### config.mk
export PLATFORM = sky130hd
export DESIGN_NAME = vgalcd_pixfmt
export DESIGN_NICKNAME = d
export VERILOG_FILES = /design/src/rtl/vgalcd_pixfmt_pkg.sv /design/src/rtl/vgalcd_pixexp.sv /design/src/rtl/vgalcd_pixfmt.sv
export SDC_FILE = /design/constraint.sdc
export NUM_CORES = 1
export LEC_CHECK = 0
export CAP_MARGIN = 20
export CORE_UTILIZATION = 40
export CTS_BUF_LIST = sky130_fd_sc_hd__clkbuf_2
export CTS_CLUSTER_SIZE = 24
export DETAILED_ROUTE_END_ITERATION = 12
export DONT_BUFFER_PORTS = 1
export PLACE_DENSITY = 0.54
export SLEW_MARGIN = 30
export SYNTH_ARGS = -nofsm -noshare
export SYNTH_HDL_FRONTEND = slang
export SYNTH_HIERARCHICAL = 1
export SYNTH_SLANG_ARGS = --single-unit
### constraint.sdc
create_clock -name clk_i -period 3.7 [get_ports clk_i]
set_input_delay 0.37 -clock clk_i [delete_from_list [all_inputs] [get_ports clk_i]]
set_output_delay 0.37 -clock clk_i [all_outputs]
set_load 0.005 [all_outputs]
### src/rtl/vgalcd_pixfmt_pkg.sv
// Shared pixel-mode encodings, pixels-per-word constants and the RGB888 payload type
// for the vgalcd pixel output stage.
package vgalcd_pixfmt_pkg;

  localparam int unsigned IDX_W = 2;

  localparam logic [1:0] VGALCD_PIXMODE_888 = 2'd0;
  localparam logic [1:0] VGALCD_PIXMODE_565 = 2'd1;
  localparam logic [1:0] VGALCD_PIXMODE_332 = 2'd2;
  localparam logic [1:0] VGALCD_PIXMODE_RSV = 2'd3;

  localparam int unsigned VGALCD_PPW_888 = 1;
  localparam int unsigned VGALCD_PPW_565 = 2;
  localparam int unsigned VGALCD_PPW_332 = 4;

  typedef struct packed {
    logic [7:0] r;
    logic [7:0] g;
    logic [7:0] b;
  } rgb888_t;

  // Index of the final pixel in a word; the reserved mode unpacks like 888.
  function automatic logic [IDX_W-1:0] last_idx(input logic [1:0] mode);
    case (mode)
      VGALCD_PIXMODE_565: last_idx = IDX_W'(VGALCD_PPW_565 - 1);
      VGALCD_PIXMODE_332: last_idx = IDX_W'(VGALCD_PPW_332 - 1);
      VGALCD_PIXMODE_888,
      VGALCD_PIXMODE_RSV: last_idx = IDX_W'(VGALCD_PPW_888 - 1);
      default:            last_idx = IDX_W'(VGALCD_PPW_888 - 1);
    endcase
  endfunction

endpackage

### src/rtl/vgalcd_pixexp.sv
// Combinational unpacker: selects one pixel of a packed word and expands it to RGB888
// by MSB replication.
module vgalcd_pixexp
  import vgalcd_pixfmt_pkg::*;
(
  input  logic [31:0]      word_i,
  input  logic [1:0]       mode_i,
  input  logic [IDX_W-1:0] idx_i,
  output rgb888_t          rgb_c
);

  logic [15:0] half;
  logic [7:0]  byt;

  always_comb begin
    half  = idx_i[0] ? word_i[31:16] : word_i[15:0];
    byt   = word_i[7:0];
    rgb_c = '0;
    case (idx_i)
      2'd1:    byt = word_i[15:8];
      2'd2:    byt = word_i[23:16];
      2'd3:    byt = word_i[31:24];
      default: byt = word_i[7:0];
    endcase
    case (mode_i)
      VGALCD_PIXMODE_565: begin
        rgb_c.r = {half[15:11], half[15:13]};
        rgb_c.g = {half[10:5],  half[10:9]};
        rgb_c.b = {half[4:0],   half[4:2]};
      end
      VGALCD_PIXMODE_332: begin
        rgb_c.r = {byt[7:5], byt[7:5], byt[7:6]};
        rgb_c.g = {byt[4:2], byt[4:2], byt[4:3]};
        rgb_c.b = {4{byt[1:0]}};
      end
      default: rgb_c = rgb888_t'(word_i[23:0]);
    endcase
  end

endmodule

### src/rtl/vgalcd_pixfmt.sv
// Panel pixel output stage: fetches packed words from the frame FIFO, unpacks per pixel
// mode and drives registered rgb/de/hsync/vsync aligned one tick behind the timing counters.
module vgalcd_pixfmt
  import vgalcd_pixfmt_pkg::*;
#(
  parameter int unsigned DATA_WIDTH = 32,
  parameter int unsigned RGB_WIDTH  = 24
) (
  input  logic                  clk_i,
  input  logic                  rst_n_i,
  input  logic                  en_i,
  input  logic [1:0]            mode_i,
  input  logic                  hpol_i,
  input  logic                  vpol_i,
  input  logic                  hvis_i,
  input  logic                  vvis_i,
  input  logic                  hsync_i,
  input  logic                  vsync_i,
  input  logic                  vend_i,
  input  logic                  pix_valid_i,
  input  logic [DATA_WIDTH-1:0] pix_data_i,
  output logic                  pix_ready_o,
  output logic [RGB_WIDTH-1:0]  rgb_o,
  output logic                  de_o,
  output logic                  hsync_o,
  output logic                  vsync_o,
  output logic                  udf_o
);

  logic                  active;
  logic                  fetch;
  logic [DATA_WIDTH-1:0] word_q, word_d;
  logic [1:0]            mode_q, mode_d;
  logic [IDX_W-1:0]      idx_q, idx_d;
  logic [RGB_WIDTH-1:0]  rgb_q, rgb_d;
  logic                  de_q, de_d;
  logic                  hsync_q, hsync_d;
  logic                  vsync_q, vsync_d;
  logic                  udf_q, udf_d;
  logic [DATA_WIDTH-1:0] exp_word;
  logic [1:0]            exp_mode;
  rgb888_t               exp_rgb;

  assign active      = hvis_i & vvis_i;
  assign fetch       = (idx_q == '0);
  assign pix_ready_o = rst_n_i & en_i & active & fetch;

  // One expander: the live FIFO word at a fetch, the held word otherwise.
  assign exp_word = fetch ? pix_data_i : word_q;
  assign exp_mode = fetch ? mode_i : mode_q;

  vgalcd_pixexp u_pixexp (
    .word_i (exp_word),
    .mode_i (exp_mode),
    .idx_i  (idx_q),
    .rgb_c  (exp_rgb)
  );

  always_comb begin
    word_d  = word_q;
    mode_d  = mode_q;
    idx_d   = idx_q;
    rgb_d   = rgb_q;
    de_d    = de_q;
    hsync_d = hsync_q;
    vsync_d = vsync_q;
    udf_d   = 1'b0;
    if (en_i) begin
      hsync_d = hpol_i ? hsync_i : ~hsync_i;
      vsync_d = vpol_i ? vsync_i : ~vsync_i;
      if (!active) begin
        idx_d = '0;
        rgb_d = '0;
        de_d  = 1'b0;
      end else if (!fetch) begin
        rgb_d = exp_rgb;
        de_d  = 1'b1;
        idx_d = (idx_q == last_idx(mode_q)) ? '0 : idx_q + IDX_W'(1);
      end else if (pix_valid_i) begin
        word_d = pix_data_i;
        mode_d = mode_i;
        rgb_d  = exp_rgb;
        de_d   = 1'b1;
        idx_d  = (last_idx(mode_i) == '0) ? '0 : IDX_W'(1);
      end else begin
        // Starved at a fetch slot: blank pixel, keep de so panel timing is intact.
        rgb_d = '0;
        de_d  = 1'b1;
        udf_d = 1'b1;
      end
      if (vend_i) idx_d = '0;
    end
  end

  always_ff @(posedge clk_i or negedge rst_n_i) begin
    if (!rst_n_i) begin
      word_q  <= '0;
      mode_q  <= '0;
      idx_q   <= '0;
      rgb_q   <= '0;
      de_q    <= 1'b0;
      hsync_q <= 1'b0;
      vsync_q <= 1'b0;
      udf_q   <= 1'b0;
    end else begin
      word_q  <= word_d;
      mode_q  <= mode_d;
      idx_q   <= idx_d;
      rgb_q   <= rgb_d;
      de_q    <= de_d;
      hsync_q <= hsync_d;
      vsync_q <= vsync_d;
      udf_q   <= udf_d;
    end
  end

  assign rgb_o   = rgb_q;
  assign de_o    = de_q;
  assign hsync_o = hsync_q;
  assign vsync_o = vsync_q;
  assign udf_o   = udf_q;

endmodule

==> summary.txt, run 1 <==
STA
  • Fmax achieved: around 360 MHz
  • Final Hold Fails: 0
  • RSZ-0062 raised after global routing: no
  • Skew final: 0.0176 ns
  • Final worst path period need: ~2.8 ns
  • Setup-failing EPs final: 0
  • Slew Viols, Final: 0
  • Fin crit share: ~75%
  • Setup Total Neg Slack: 0 ns
  • Worst slew pin tran: between 0.7 and 0.8 ns
  • Relative slew slack: between 40 and 50%

Drt
  • Pre-antenna DRT Iters: 4
  • DR iter-0 viols: 181
  • Via Count: ~2700
  • Detail Route Antenna Nets: 0
  • DRC viols: 0
  • Wire per inst: a little over 20 um
  • Via density: approximately 5.5
  • Routed WL: 10100 um

Clock network
  • CTS tree: yes
  • Max Root-Sink Buffers: 2
  • Hold_buf cts: 38
  • Post-CTS Setup Bufs: 0
  • Clk pin slew, worst setup/hold paths: between 0.15 and 0.2 ns
  • H-tree levels: 3
  • Clk sink count: 64
  • Post-cts repair resize count: 0
  • Clk_lat worst skew: 0.48 ns
  • Num CTS Buffers: 9
  • Root Buffer: clkbuf_2

GRT
  • Vias in the first global route: about 2700
  • Initial antenna violation count: 0
  • GRT Total Usage: 20.3%
  • First-pass GRT wire length: approximately 15000 um
  • Largest net degree at the start of global routing: between 60 and 70
  • Overflow after GRT: 0

Status
  • Status: finished clean

Worst setup path
  • CP delay by family, top: buffers and inverters
  • Critical Path End Type: flop
  • R2r startpoint: idx_q[0]
  • Reg2Reg Setup Slack: between 0.9 and 1 ns
  • Critical-path top delay cell: ha_2
  • Worst r2r dst: rgb_o[9]
  • Buffer and inverter count on the worst path: 4
  • Crit Path Max Fanout: 40
  • FF-to-FF path depth: 10
  • Setup crit start kind: flop
  • Critical Path AT: 3.14 ns
  • Kind of critical path: reg2reg
  • Crit path to: rgb_o[9]
  • CP startpoint: idx_q[0]
  • CP Data Required Time: a little over 4 ns
  • Crit path cell chain: inv_1, ha_2, buf_4, o21ai_0, inv_1, ha_1, buf_4, a21oi_1, a21oi_1, a22o_1
  • Stages on the worst setup path: 10
  • Max stage delay on crit path: ~0.43 ns

Power
  • PwrDens: approximately 380 nW/um2
  • Worst VDD drop: around 0.14 mV
  • Leak: roughly 2.0 nW

Finish
  • Fillers: just under 900
  • Area grow syn2layout: 13.0%
  • Commonest cells after routing, fill and taps aside: dfrtp_1, mux2_2, a21oi_1
  • Most common cell after layout, fill and taps aside: dfrtp_1
  • Final instance area: 4440 um2
  • N_diodes: 0
  • Share of layout cells above drive strength 1: roughly a third
  • Nets: roughly 400
  • Layout Cells excl Fill: around 490

Place
  • Dpl cell area: approximately 4000 um2
  • IO Port Bufs: 0
  • GPL Wtd Cong: 0.846
  • Placed cells: 433
  • Final HPWL DP: 6630 um

Floorplan
  • Row count: 35
  • Core footprint: 9370 um2
  • Initial core utilization: approximately two fifths
  • Die W: approximately 100 um
  • I/O pin cnt: between 70 and 80
  • Overall die area: 10200 um2
  • Die H: between 100 and 150 um

Hold path
  • Hold_sp: vvis_i
  • HP Class: in2reg

Synth
  • YS warnings: 6
  • #FFs+latches synth: between 60 and 70
  • Syn_nets: between 300 and 400
  • Yosys cell types: 37
  • Synthesized cell area: between 3000 and 4000 um2
  • Sequential share of the synthesized area: 40.7%
  • Syn Area/Cell: between 10 and 15 um2
  • Syn Inst Count: ~320

Job
  • Max cap viols: 0
area by class of cell:
class	count	area, um2	share of cell area, %
timing repair buffer	42	428	9.64
clock inverter	5	23.8	0.535
multi-input combinational	227	2140	48.1
clock buffer	11	55.1	1.24
tap	129	161	3.63
inverter	9	33.8	0.761
sequential	64	1600	36.1
cells by family (layout without fill, tap and decap cells):
kind of cell	after synthesis	in the layout	share of synthesized area, %
buffers and inverters	33	67	5.25
AND/OR/NAND/NOR	36	36	6.08
AO/OA/AOI/OAI	80	80	13.9
flip-flops	64	64	40.7
multiplexers	102	102	31.6
adder cells (fa/ha/maj)	4	4	1.27
XOR/XNOR	5	5	1.11
worst reg2reg max path: stages, from the launching register on:
cell and delay, ns:
dfrtp_1 0.42, inv_1 0.10, ha_2 0.43, buf_4 0.41, o21ai_0 0.17, inv_1 0.08, ha_1 0.22, buf_4 0.24
a21oi_1 0.23, a21oi_1 0.14, a22o_1 0.22
worst min path at each step:
stage | to | slack (ns) | cells after the start
after floorplan | de_o | 0.07 | 0
after global placement | word_q[12] | 0.08 | 0
after detailed placement | word_q[11] | 0.08 | 0
after CTS | udf_o | 0.03 | 2
after global routing | udf_o | 0.02 | 2
final | udf_o | 0.08 | 2
report_power, final:
part | switching [mW] | total [mW] | internal, mW
clock | 0.256 | 0.344 | 0.0878
sequential | 0.0666 | 0.878 | 0.811
combinational | 0.199 | 0.468 | 0.270
flip-flops by register name (all words and copies together), names as in the netlist:
register  flops
idx_q         2
mode_q        2
de_o          1
hsync_o       1
word_q       32
rgb_o        24
udf_o         1
vsync_o       1
per-stage QoR:
step	power, mW	utilization (%)	setup WS (ns)	hold slack, ns
6_report	1.69	47.4	0.936	0.0772
5_1_grt	1.80	47.4	0.713	0.0239
4_1_cts	1.71	47.4	0.928	0.0273
3_5_place_dp	1.30	42.3	0.987	0.0766
3_3_place_gp	1.30	42.2	1.03	0.0772
2_1_floorplan	1.22	-	1.22	0.0744
synth_stat cells (all sizes together):
library cell / number / share of area [%]
a21o: 1 / 0.19
mux2i: 17 / 4.3
and3b: 1 / 0.22
xnor2: 4 / 0.89
o2111a: 1 / 0.29
nor2: 2 / 0.19
o22a: 8 / 1.8
inv: 8 / 0.76
xor2: 1 / 0.22
a311o: 1 / 0.25
mux2: 85 / 27
o21ai: 1 / 0.13
dfrtp: 64 / 41
and3: 2 / 0.45
clkinv: 1 / 0.095
nand2b: 1 / 0.35
o2111ai: 1 / 0.22
nor2b: 24 / 3.8
a31o: 1 / 0.22
a21oi: 41 / 5.3
nand2: 3 / 0.35
nand3: 2 / 0.57
nor3: 1 / 0.13
buf: 18 / 3.8
ha: 4 / 1.3
a22o: 24 / 5.3
clkbuf: 6 / 0.57
o22ai: 1 / 0.16
per-layer routing:
layer | vias to the layer above | GRT usage (%) | part of all wire [%]
met5 | - | 0 | 0
met4 | 0 | 6.47 | 1.2
met3 | 12 | 4.97 | 5.9
met2 | 88 | 29.5 | 44
met1 | 1345 | 29.5 | 49
li1 | 1240 | - | -
Note: power is estimated with default switching activity, not from simulation.
==> run 2, diff against run 1 <==
==> constraint.sdc (replaced) <==
create_clock -name clk_i -period 2.9 [get_ports clk_i]
set_input_delay 0.29 -clock clk_i [delete_from_list [all_inputs] [get_ports clk_i]]
set_output_delay 0.29 -clock clk_i [all_outputs]
set_load 0.005 [all_outputs]
==> run 2 against run 1 <==
Net effect:
- critical path depth shrank 2
- register-to-register slack worse by 0.49 ns
- wire length up 2.1%
- clock-buffer cell count is 1 higher
- total power grew 39%
- sequential share of layout area is 1.0 points lower
- clock skew grew 0.019 ns
- fmax grew 12%
- critical path type unchanged
==> summary.txt, run 2 (synthesis gave the netlist of run 1 again) <==
Drt
  • DRC viols: 0
  • DR iter-0 viols: 163
  • Wire per inst: between 20 and 25 um
  • Detail Route Antenna Nets: 0
  • Via density: 5.51
  • Routed WL: around 10000 um
  • Via Count: between 2000 and 3000
  • Pre-antenna DRT Iters: 4

Floorplan
  • Die H: roughly 100 um
  • Row count: 35
  • Die W: 101 um
  • Overall die area: about 10000 um2
  • Initial core utilization: approximately two fifths
  • Core footprint: 9370 um2
  • I/O pin cnt: 74

Finish
  • Commonest cells after routing, fill and taps aside: dfrtp_1, mux2_2, dlygate4sd3_1
  • Layout Cells excl Fill: around 500
  • Max reg flops: 32
  • Register area: around 1600 um2
  • Area grow syn2layout: 16.2%
  • Final instance area: 4570 um2
  • Multi-input gate area: 2140 um2
  • Share of layout cells above drive strength 1: 31.4%
  • Fillers: between 800 and 900
  • Most common cell after layout, fill and taps aside: dfrtp_1
  • Largest Register: word_q
  • Fin util: about half
  • Nets: between 400 and 500

Place
  • GPL Wtd Cong: 0.854
  • Placed cells: 435
  • Final HPWL DP: between 6000 and 7000 um
  • IO Port Bufs: 0
  • Dpl cell area: 3980 um2

GRT
  • GRT Total Usage: a little over a fifth
  • Largest net degree at the start of global routing: 65
  • First-pass GRT wire length: between 15000 and 20000 um
  • Overflow after GRT: 0
  • Vias in the first global route: 2818
  • Initial antenna violation count: 0

Worst setup path
  • Kind of critical path: reg2reg
  • CP delay by family, top: multiplexers
  • Critical Path AT: around 2.9 ns
  • Setup crit start kind: flop
  • Buffer and inverter count on the worst path: 2
  • Critical Path End Type: flop
  • Crit path cell chain: inv_1, ha_2, buf_4, mux2_2, mux2_2, a21oi_1, a21oi_1, a22o_1
  • Crit Path Max Fanout: 27
  • Critical-path top delay cell: dfrtp_1
  • Max stage delay on crit path: around 0.42 ns
  • CP Data Required Time: between 3 and 4 ns

STA
  • Fmax achieved: roughly 410 MHz
  • RSZ-0062 raised after global routing: no
  • Final worst path period need: 2.46 ns
  • Slew Viols, Final: 0
  • Worst slew pin tran: between 0.7 and 0.8 ns
  • Final Hold Fails: 0
  • Fin crit share: roughly 85%
  • Skew final: 0.0367 ns
  • Setup-failing EPs final: 0
  • Relative slew slack: between 50% and 60%
  • Setup Total Neg Slack: 0 ns

Clock network
  • Post-CTS Setup Bufs: 0
  • Clk pin slew, worst setup/hold paths: around 0.20 ns
  • Clk sink count: between 60 and 70
  • Root Buffer: clkbuf_2
  • H-tree levels: 3
  • CTS tree: yes
  • Num CTS Buffers: 9
  • Clk_lat worst skew: approximately 0.54 ns
  • Max Root-Sink Buffers: 2

Power
  • Tot Pwr: ~2.4 mW
  • Worst VDD drop: around 0.35 mV
  • Leak: between 2 and 2.5 nW
  • PwrDens: 515 nW/um2

Job
  • Max cap viols: 0

Hold path
  • HP Class: in2reg

Status
  • Status: finished clean
run 2: metal layers:
layer  wire length (um)  global-route usage (%)  up-vias
li1                   -                       -     1266
met1               5000                    30.7     1372
met2               4530                    31.3       79
met3                618                    6.28       14
met4                125                    7.25        0
met5                  0                       0        -
run 2: tightest hold or removal path: cells and delay by family:
kind / cells / cell delay [ns]
AOI/OAI and AO/OA: 1 / 0.17
buffers and inverters: 1 / 0.09
muxes: 1 / 0.07
run 2: where the power goes:
group	switching [mW]	internal, mW
combinational	0.258	0.353
clock	0.330	0.293
sequential	0.0832	1.03
run 2: layout make-up:
type / count / area share [%]
diodes: 1 / 0.0548
inverters: 9 / 0.740
multi-input cells: 227 / 46.8
clock buffers: 12 / 1.31
repair buffers: 50 / 11.0
flip-flops and latches: 64 / 35.1
clock inverters: 4 / 1.51
well taps: 129 / 3.53
run 2: worst paths after layout:
| check | from | endpoint | slack, ns | cells past startpoint |
|---|---|---|---|---|
| max | idx_q[0] | rgb_o[6] | 0.44 | 8 |
| min | pix_valid_i | idx_q[1] | 0.09 | 3 |
| max reg2reg | idx_q[0] | rgb_o[6] | 0.44 | 8 |
| min reg2reg | word_q[21] | word_q[21] | 0.53 | 1 |
| max in group asynchronous | rst_n_i | rgb_o[1] | 2.33 | 2 |
| min in group asynchronous | rst_n_i | idx_q[0] | 0.26 | 2 |
run 2: stage by stage:
stage,worst slack (ns),hold slack (ns)
2_1_floorplan,0.417,-0.00559
3_3_place_gp,0.488,-0.00267
3_5_place_dp,0.490,-0.00241
4_1_cts,0.437,0.0460
5_1_grt,0.296,0.0688
6_report,0.441,0.0866
run 2: timing repair:
action,in CTS,in global routing
endpoints found under the hold margin,104,0
endpoints found under the setup margin,0,0
resized for setup,0,0
hold buffers,44,0
